`src/rtl/gpioemu_cmd_sequencer.sv`:
```
// gpioemu_cmd_sequencer
// Bus master for the gpioemu multiply/popcount peripheral. Operand pairs are
// queued in a small command FIFO. For each job the sequencer writes A, writes B,
// starts the peripheral, polls status, then reads the product and the ones
// count. The result is returned on a valid/ready response port.
//
// Ports:
//   clk, n_reset                 clock, asynchronous active-low reset
//   cmd_valid/cmd_ready          command handshake (cmd_a, cmd_b operands)
//   rsp_valid/rsp_ready          response handshake
//   rsp_product/ones/timeout     result fields, held while rsp_valid
//   busy                         job in progress or FIFO not empty
//   job_count                    completed jobs (including timeouts), wrapping
//   bus_addr/wr/rd/wdata/rdata   peripheral strobe bus
module gpioemu_cmd_sequencer #(
    parameter int unsigned FIFO_DEPTH = 4,
    parameter int unsigned POLL_GAP   = 4,
    parameter int unsigned TIMEOUT    = 64,
    parameter logic [15:0] BASE       = 16'h0380
) (
    input  logic        clk,
    input  logic        n_reset,
    input  logic        cmd_valid,
    output logic        cmd_ready,
    input  logic [23:0] cmd_a,
    input  logic [23:0] cmd_b,
    output logic        rsp_valid,
    input  logic        rsp_ready,
    output logic [31:0] rsp_product,
    output logic [5:0]  rsp_ones,
    output logic        rsp_timeout,
    output logic        busy,
    output logic [15:0] job_count,
    output logic [15:0] bus_addr,
    output logic        bus_wr,
    output logic        bus_rd,
    output logic [31:0] bus_wdata,
    input  logic [31:0] bus_rdata
);

    localparam int unsigned PW       = (FIFO_DEPTH > 1) ? $clog2(FIFO_DEPTH) : 1;
    localparam logic [PW:0] DepthCnt = FIFO_DEPTH[PW:0];
    localparam logic [15:0] GapLast  = 16'(POLL_GAP - 1);
    localparam logic [15:0] PollMax  = 16'(TIMEOUT);

    localparam logic [1:0] PhSetup  = 2'd0;
    localparam logic [1:0] PhStrobe = 2'd1;
    localparam logic [1:0] PhHold   = 2'd2;

    typedef enum logic [3:0] {
        StIdle, StWrA, StWrB, StWrGo, StWait, StRdSt, StRdW, StRdL, StRsp
    } state_t;

    // ---------------- command FIFO ----------------
    logic [47:0]   mem [FIFO_DEPTH];
    logic [PW-1:0] wr_ptr_q, rd_ptr_q;
    logic [PW:0]   count_q;
    logic          push, pop;

    assign cmd_ready = (count_q != DepthCnt);
    assign push      = cmd_valid && cmd_ready;

    always_ff @(posedge clk) begin
        if (push) begin
            mem[wr_ptr_q] <= {cmd_a, cmd_b};
        end
    end

    always_ff @(posedge clk or negedge n_reset) begin
        if (!n_reset) begin
            wr_ptr_q <= '0;
            rd_ptr_q <= '0;
            count_q  <= '0;
        end else begin
            if (push) wr_ptr_q <= wr_ptr_q + 1'b1;
            if (pop)  rd_ptr_q <= rd_ptr_q + 1'b1;
            case ({push, pop})
                2'b10:   count_q <= count_q + 1'b1;
                2'b01:   count_q <= count_q - 1'b1;
                default: count_q <= count_q;
            endcase
        end
    end

    // ---------------- sequencer state ----------------
    state_t      state_q, state_d;
    logic [1:0]  phase_q, phase_d;
    logic [15:0] gap_q, gap_d;
    logic [15:0] poll_q, poll_d;
    logic [23:0] a_q, a_d, b_q, b_d;
    logic [31:0] prod_q, prod_d;
    logic [5:0]  ones_q, ones_d;
    logic        tmo_q, tmo_d;
    logic        rsp_valid_q, rsp_valid_d;
    logic [15:0] job_q, job_d;

    // Access decode: address offset, direction and write data per access state.
    logic        acc_wr, acc_rd, in_access, acc_done;
    logic [7:0]  acc_off;
    logic [31:0] acc_data;

    always_comb begin
        acc_wr   = 1'b0;
        acc_rd   = 1'b0;
        acc_off  = 8'h00;
        acc_data = 32'h0;
        case (state_q)
            StWrA:   begin acc_wr = 1'b1; acc_off = 8'h00; acc_data = {8'h00, a_q}; end
            StWrB:   begin acc_wr = 1'b1; acc_off = 8'h08; acc_data = {8'h00, b_q}; end
            StWrGo:  begin acc_wr = 1'b1; acc_off = 8'h20; acc_data = 32'h1;        end
            StRdSt:  begin acc_rd = 1'b1; acc_off = 8'h20; end
            StRdW:   begin acc_rd = 1'b1; acc_off = 8'h10; end
            StRdL:   begin acc_rd = 1'b1; acc_off = 8'h18; end
            default: ;
        endcase
    end

    assign in_access = acc_wr || acc_rd;
    assign acc_done  = in_access && (phase_q == PhHold);

    assign bus_addr  = in_access ? (BASE + {8'h00, acc_off}) : 16'h0000;
    assign bus_wdata = acc_data;
    assign bus_wr    = acc_wr && (phase_q == PhStrobe);
    assign bus_rd    = acc_rd && (phase_q == PhStrobe);

    always_comb begin
        state_d = state_q;
        phase_d = phase_q;
        gap_d   = gap_q;
        poll_d  = poll_q;
        a_d     = a_q;
        b_d     = b_q;
        prod_d  = prod_q;
        ones_d  = ones_q;
        tmo_d   = tmo_q;
        job_d   = job_q;
        pop     = 1'b0;

        if (in_access) begin
            phase_d = acc_done ? PhSetup : phase_q + 2'd1;
        end

        unique case (state_q)
            StIdle: begin
                if (count_q != '0) begin
                    pop     = 1'b1;
                    a_d     = mem[rd_ptr_q][47:24];
                    b_d     = mem[rd_ptr_q][23:0];
                    prod_d  = 32'h0;
                    ones_d  = 6'h0;
                    tmo_d   = 1'b0;
                    state_d = StWrA;
                end
            end
            StWrA: if (acc_done) state_d = StWrB;
            StWrB: if (acc_done) state_d = StWrGo;
            StWrGo: begin
                poll_d = 16'h0;
                if (acc_done) begin
                    gap_d   = 16'h0;
                    state_d = StWait;
                end
            end
            StWait: begin
                if (gap_q == GapLast) begin
                    gap_d   = 16'h0;
                    state_d = StRdSt;
                end else begin
                    gap_d = gap_q + 16'h1;
                end
            end
            StRdSt: begin
                if (acc_done) begin
                    poll_d = poll_q + 16'h1;
                    // Done wins over timeout even on the last permitted poll.
                    if (bus_rdata[1:0] == 2'b11) begin
                        state_d = StRdW;
                    end else if (poll_q + 16'h1 == PollMax) begin
                        tmo_d   = 1'b1;
                        prod_d  = 32'h0;
                        ones_d  = 6'h0;
                        state_d = StRsp;
                    end else begin
                        gap_d   = 16'h0;
                        state_d = StWait;
                    end
                end
            end
            StRdW: begin
                if (acc_done) begin
                    prod_d  = bus_rdata;
                    state_d = StRdL;
                end
            end
            StRdL: begin
                if (acc_done) begin
                    ones_d  = bus_rdata[5:0];
                    state_d = StRsp;
                end
            end
            StRsp: begin
                if (rsp_valid_q && rsp_ready) begin
                    job_d   = job_q + 16'h1;
                    state_d = StIdle;
                end
            end
            default: state_d = StIdle;
        endcase

        // rsp_valid follows entry into StRsp by one cycle and drops on the handshake.
        rsp_valid_d = (state_q == StRsp) && !(rsp_valid_q && rsp_ready);
    end

    always_ff @(posedge clk or negedge n_reset) begin
        if (!n_reset) begin
            state_q     <= StIdle;
            phase_q     <= PhSetup;
            gap_q       <= 16'h0;
            poll_q      <= 16'h0;
            a_q         <= 24'h0;
            b_q         <= 24'h0;
            prod_q      <= 32'h0;
            ones_q      <= 6'h0;
            tmo_q       <= 1'b0;
            rsp_valid_q <= 1'b0;
            job_q       <= 16'h0;
        end else begin
            state_q     <= state_d;
            phase_q     <= phase_d;
            gap_q       <= gap_d;
            poll_q      <= poll_d;
            a_q         <= a_d;
            b_q         <= b_d;
            prod_q      <= prod_d;
            ones_q      <= ones_d;
            tmo_q       <= tmo_d;
            rsp_valid_q <= rsp_valid_d;
            job_q       <= job_d;
        end
    end

    assign rsp_valid   = rsp_valid_q;
    assign rsp_product = prod_q;
    assign rsp_ones    = ones_q;
    assign rsp_timeout = tmo_q;
    assign job_count   = job_q;
    assign busy        = (state_q != StIdle) || (count_q != '0);

endmodule

```
`config.mk`:
```
export PLATFORM = sky130hd
export DESIGN_NAME = gpioemu_cmd_sequencer
export DESIGN_NICKNAME = d
export VERILOG_FILES = /design/src/rtl/gpioemu_cmd_sequencer.sv
export SDC_FILE = /design/constraint.sdc
export NUM_CORES = 1
export LEC_CHECK = 0
export CAP_MARGIN = 15
export CORE_MARGIN = 4
export CORE_UTILIZATION = 44
export CTS_CLUSTER_DIAMETER = 150
export CTS_CLUSTER_SIZE = 8
export DETAILED_ROUTE_END_ITERATION = 8
export GPL_ROUTABILITY_DRIVEN = 0
export HOLD_SLACK_MARGIN = 0.15
export PLACE_DENSITY = 0.66
export RECOVER_POWER = 100
export SETUP_SLACK_MARGIN = 0.05
export SLEW_MARGIN = 20
export SYNTH_ARGS = -nofsm -noshare
export SYNTH_HDL_FRONTEND = slang
export SYNTH_SLANG_ARGS = --single-unit
```
`constraint.sdc`:
```
create_clock -name clk -period 2.84 [get_ports clk]
set_input_delay 0.71 -clock clk [delete_from_list [all_inputs] [get_ports clk]]
set_output_delay 0.71 -clock clk [all_outputs]
set_load 0.02 [all_outputs]
```
==> flow_metrics.tcl <==
set metrics [dict create \
    timing.hold.ws_ns 0.4800 \
    nets 1220 \
    end_kind "output port" \
    maxCapViolations 0 \
    port_buffers 173 \
    ios 192 \
    worst_pin_slew_ns 1.415 \
    timing.setup.tns_ns 0 \
    outcome "finished, final reports clean" \
    worstSkewPairLatency_ns 0.56 \
    core_area_mm2 0.03164 \
    antenna_found_initial 8 \
    multi_input_area_mm2 0.004290 \
    report.final.hold_viol_count 0 \
    grt_max_degree 52 \
    synth_commonest_cells "192 x edfxtp_1, 149 x dfrtp_1, 58 x a22o_1, 58 x nand2_1, 52 x o21ai_0" \
    synth-edff-count 192 \
    fillCellCount 2510 \
    syn_area_per_cell_um2 15.36 \
    synth_area_mm2 0.01412 \
    area_growth_pct 25.36 \
    start_util_pct 44.62 \
    grt_pass1_wl_um 49820 \
    synth-main-ff-cell "edfxtp_1" \
    overflow 0 \
    leakage_nw 6.875 \
    maxSlewViolCount 0 \
    place.detailed.hpwl_um 18870 \
    fp.dieW_um 187.1 \
    fin_crit_sh_pct 97.06 \
    clk_pin_slew_ns 0.05 \
    min_path_type "flop to flop" \
    critPathKind "flop to output port" \
    syn_inst 919 \
    synthArstFlopShare_pct 43.70 \
    fin_crit_ns 2.757 \
    slew_headroom_pct 5.664 \
    vias 8554 \
    cp_max_fo 9 \
    setup_viol 0 \
    critical_path_required_ns 2.13 \
    yosysMostFrequentCell "edfxtp_1" \
    synth.distinct_cells 54 \
    rsz0062_at_grt "yes" \
    synth_seq_cells 341 \
    cts_root_buf "clkbuf_16" \
    clkSinkCount 341 \
    dieArea_mm2 0.03501 \
    wirelength_um 30960 \
    ff_latch_area_mm2 0.009499 \
    fin_skew_ns 0.03188 \
    drcViolationCount 0 \
    rows 65 \
    htree_levels 2 \
    power.total_w 0.01736 \
    yosysTopAreaCellShare_pct 40.84 \
    cts_tree "done" \
    powerDensity_mw_per_mm2 981.1 \
    drt_first_pass_iters 5 \
    startpoint_type "flop" \
    clock_path_buffers 3 \
    viasPerCell 5.494 \
    antenna_left 0 \
    ir_drop_mv 0.5862 \
    first_global_vias 8855 \
    yosysSeqAreaShare_pct 67.25 \
    layout-drive-gt1-share_pct 19.18 \
    synthTopCellsByArea "edfxtp_1 41%, dfrtp_1 26%, mux4_2 7.7%, mux2_2 4.0%, a22o_1 3.6%" \
    routedWlPerCell_um 19.89 \
    dr.first_iter.drc_count 519 \
    die_h_um 187.1 \
    cts_buffers 48 \
    track_usage_pct 17.61 \
    yosysWarnings 0 \
    synth_top_area_cell "edfxtp_1" \
    arrival_ns 2.05 \
    fmax_mhz 362.8 \
]
==> layout make-up <==
type / count / share of cell area, %
Antenna cell: 3 / 0.04242
Clock buffer: 72 / 7.296
Clock inverter: 4 / 0.4808
Inverter: 15 / 0.3182
Multi-Input combinational cell: 509 / 24.24
Sequential cell: 341 / 53.68
Tap cell: 402 / 2.842
Timing Repair Buffer: 211 / 11.10
==> registers in the layout, summed over array words and instances, names as in the netlist, 6 cells and up <==
signal       flops
mem            192
rsp_product     32
rsp_ones         6
job_count       16
a_q             24
gap_q           16
b_q             24
poll_q          16
==> per-stage QoR <==
step	util (%)	area, µm²	instances	setup slack (ns)
floorplan	-	14180	936	0.3823
global placement	51.92	16430	1471	-0.001452
detailed placement	51.92	16430	1471	-0.02129
CTS	56.35	17830	1550	-0.02043
global route	55.93	17690	1556	0.01550
finish	55.94	17700	1557	0.08345
==> cells in the final DEF (no fill, tap or decap), types with 37 or more instances in the layout <==
cell type,n
dfrtp_1,147
mux4_2,48
o21ai_0,52
a22o_1,56
clkbuf_1,38
edfxtp_1,192
nor2_1,37
mux2_2,50
dlygate4sd3_1,106
nand2_1,58
clkbuf_16,49
==> where the power goes <==
group	internal [W]	switching, W
sequential	0.00656	0.000664
clock	0.00312	0.00204
combinational	0.00231	0.00267
total	0.0120	0.00537
==> cell families after synthesis <==
family	after synthesis	synth area share, %
buffers and inverters	86	3.182
adders and majority gates	10	0.9395
muxes	108	12.35
DFF	341	67.25
and+or+nand+nor	196	6.931
other	1	0.02656
xor gates and xnor gates	30	1.861
AOI/OAI and AO/OA	147	7.454
==> critical path, cell delays in order, from the launching register on <==
cell and delay (ns):
dfrtp_1 0.47, buf_4 0.22, o21bai_1 0.19, buf_4 0.17, inv_1 0.11, dlygate4sd2_1 0.35
==> timing repair <==
action	4_1_cts	5_1_grt
gates cloned	1	1
setup endpoints to repair	45	32
pin swaps	1	7
hold endpoints to repair	28	0
hold buffers	1	0
gates resized for setup	91	35
setup buffers	1	3
==> layer usage <==
layer | vias up | share of wire [%] | global-route usage, % | wire length (µm)
met5 | - | 0.20 | 0 | 62
met4 | 10 | 1.7 | 4.579 | 536
met3 | 62 | 6.8 | 4.311 | 2094
met2 | 298 | 48 | 28.58 | 14870
met1 | 4305 | 43 | 24.10 | 13400
li1 | 3879 | - | - | -
==> worst paths after layout <==
path                                     from               to  slack [ns]  cells past startpoint
worst max register to register      poll_q[0]  rsp_product[23]        0.22                     10
min in group asynchronous             n_reset    job_count[14]        0.62                      2
max in group asynchronous             n_reset      rd_ptr_q[0]        0.45                      3
worst min register to register  job_count[15]    job_count[15]        0.48                      1
worst max-delay path               state_q[3]      bus_addr[7]        0.08                      5
worst min-delay path            job_count[15]    job_count[15]        0.48                      1
(Power assumes the default switching activity.)
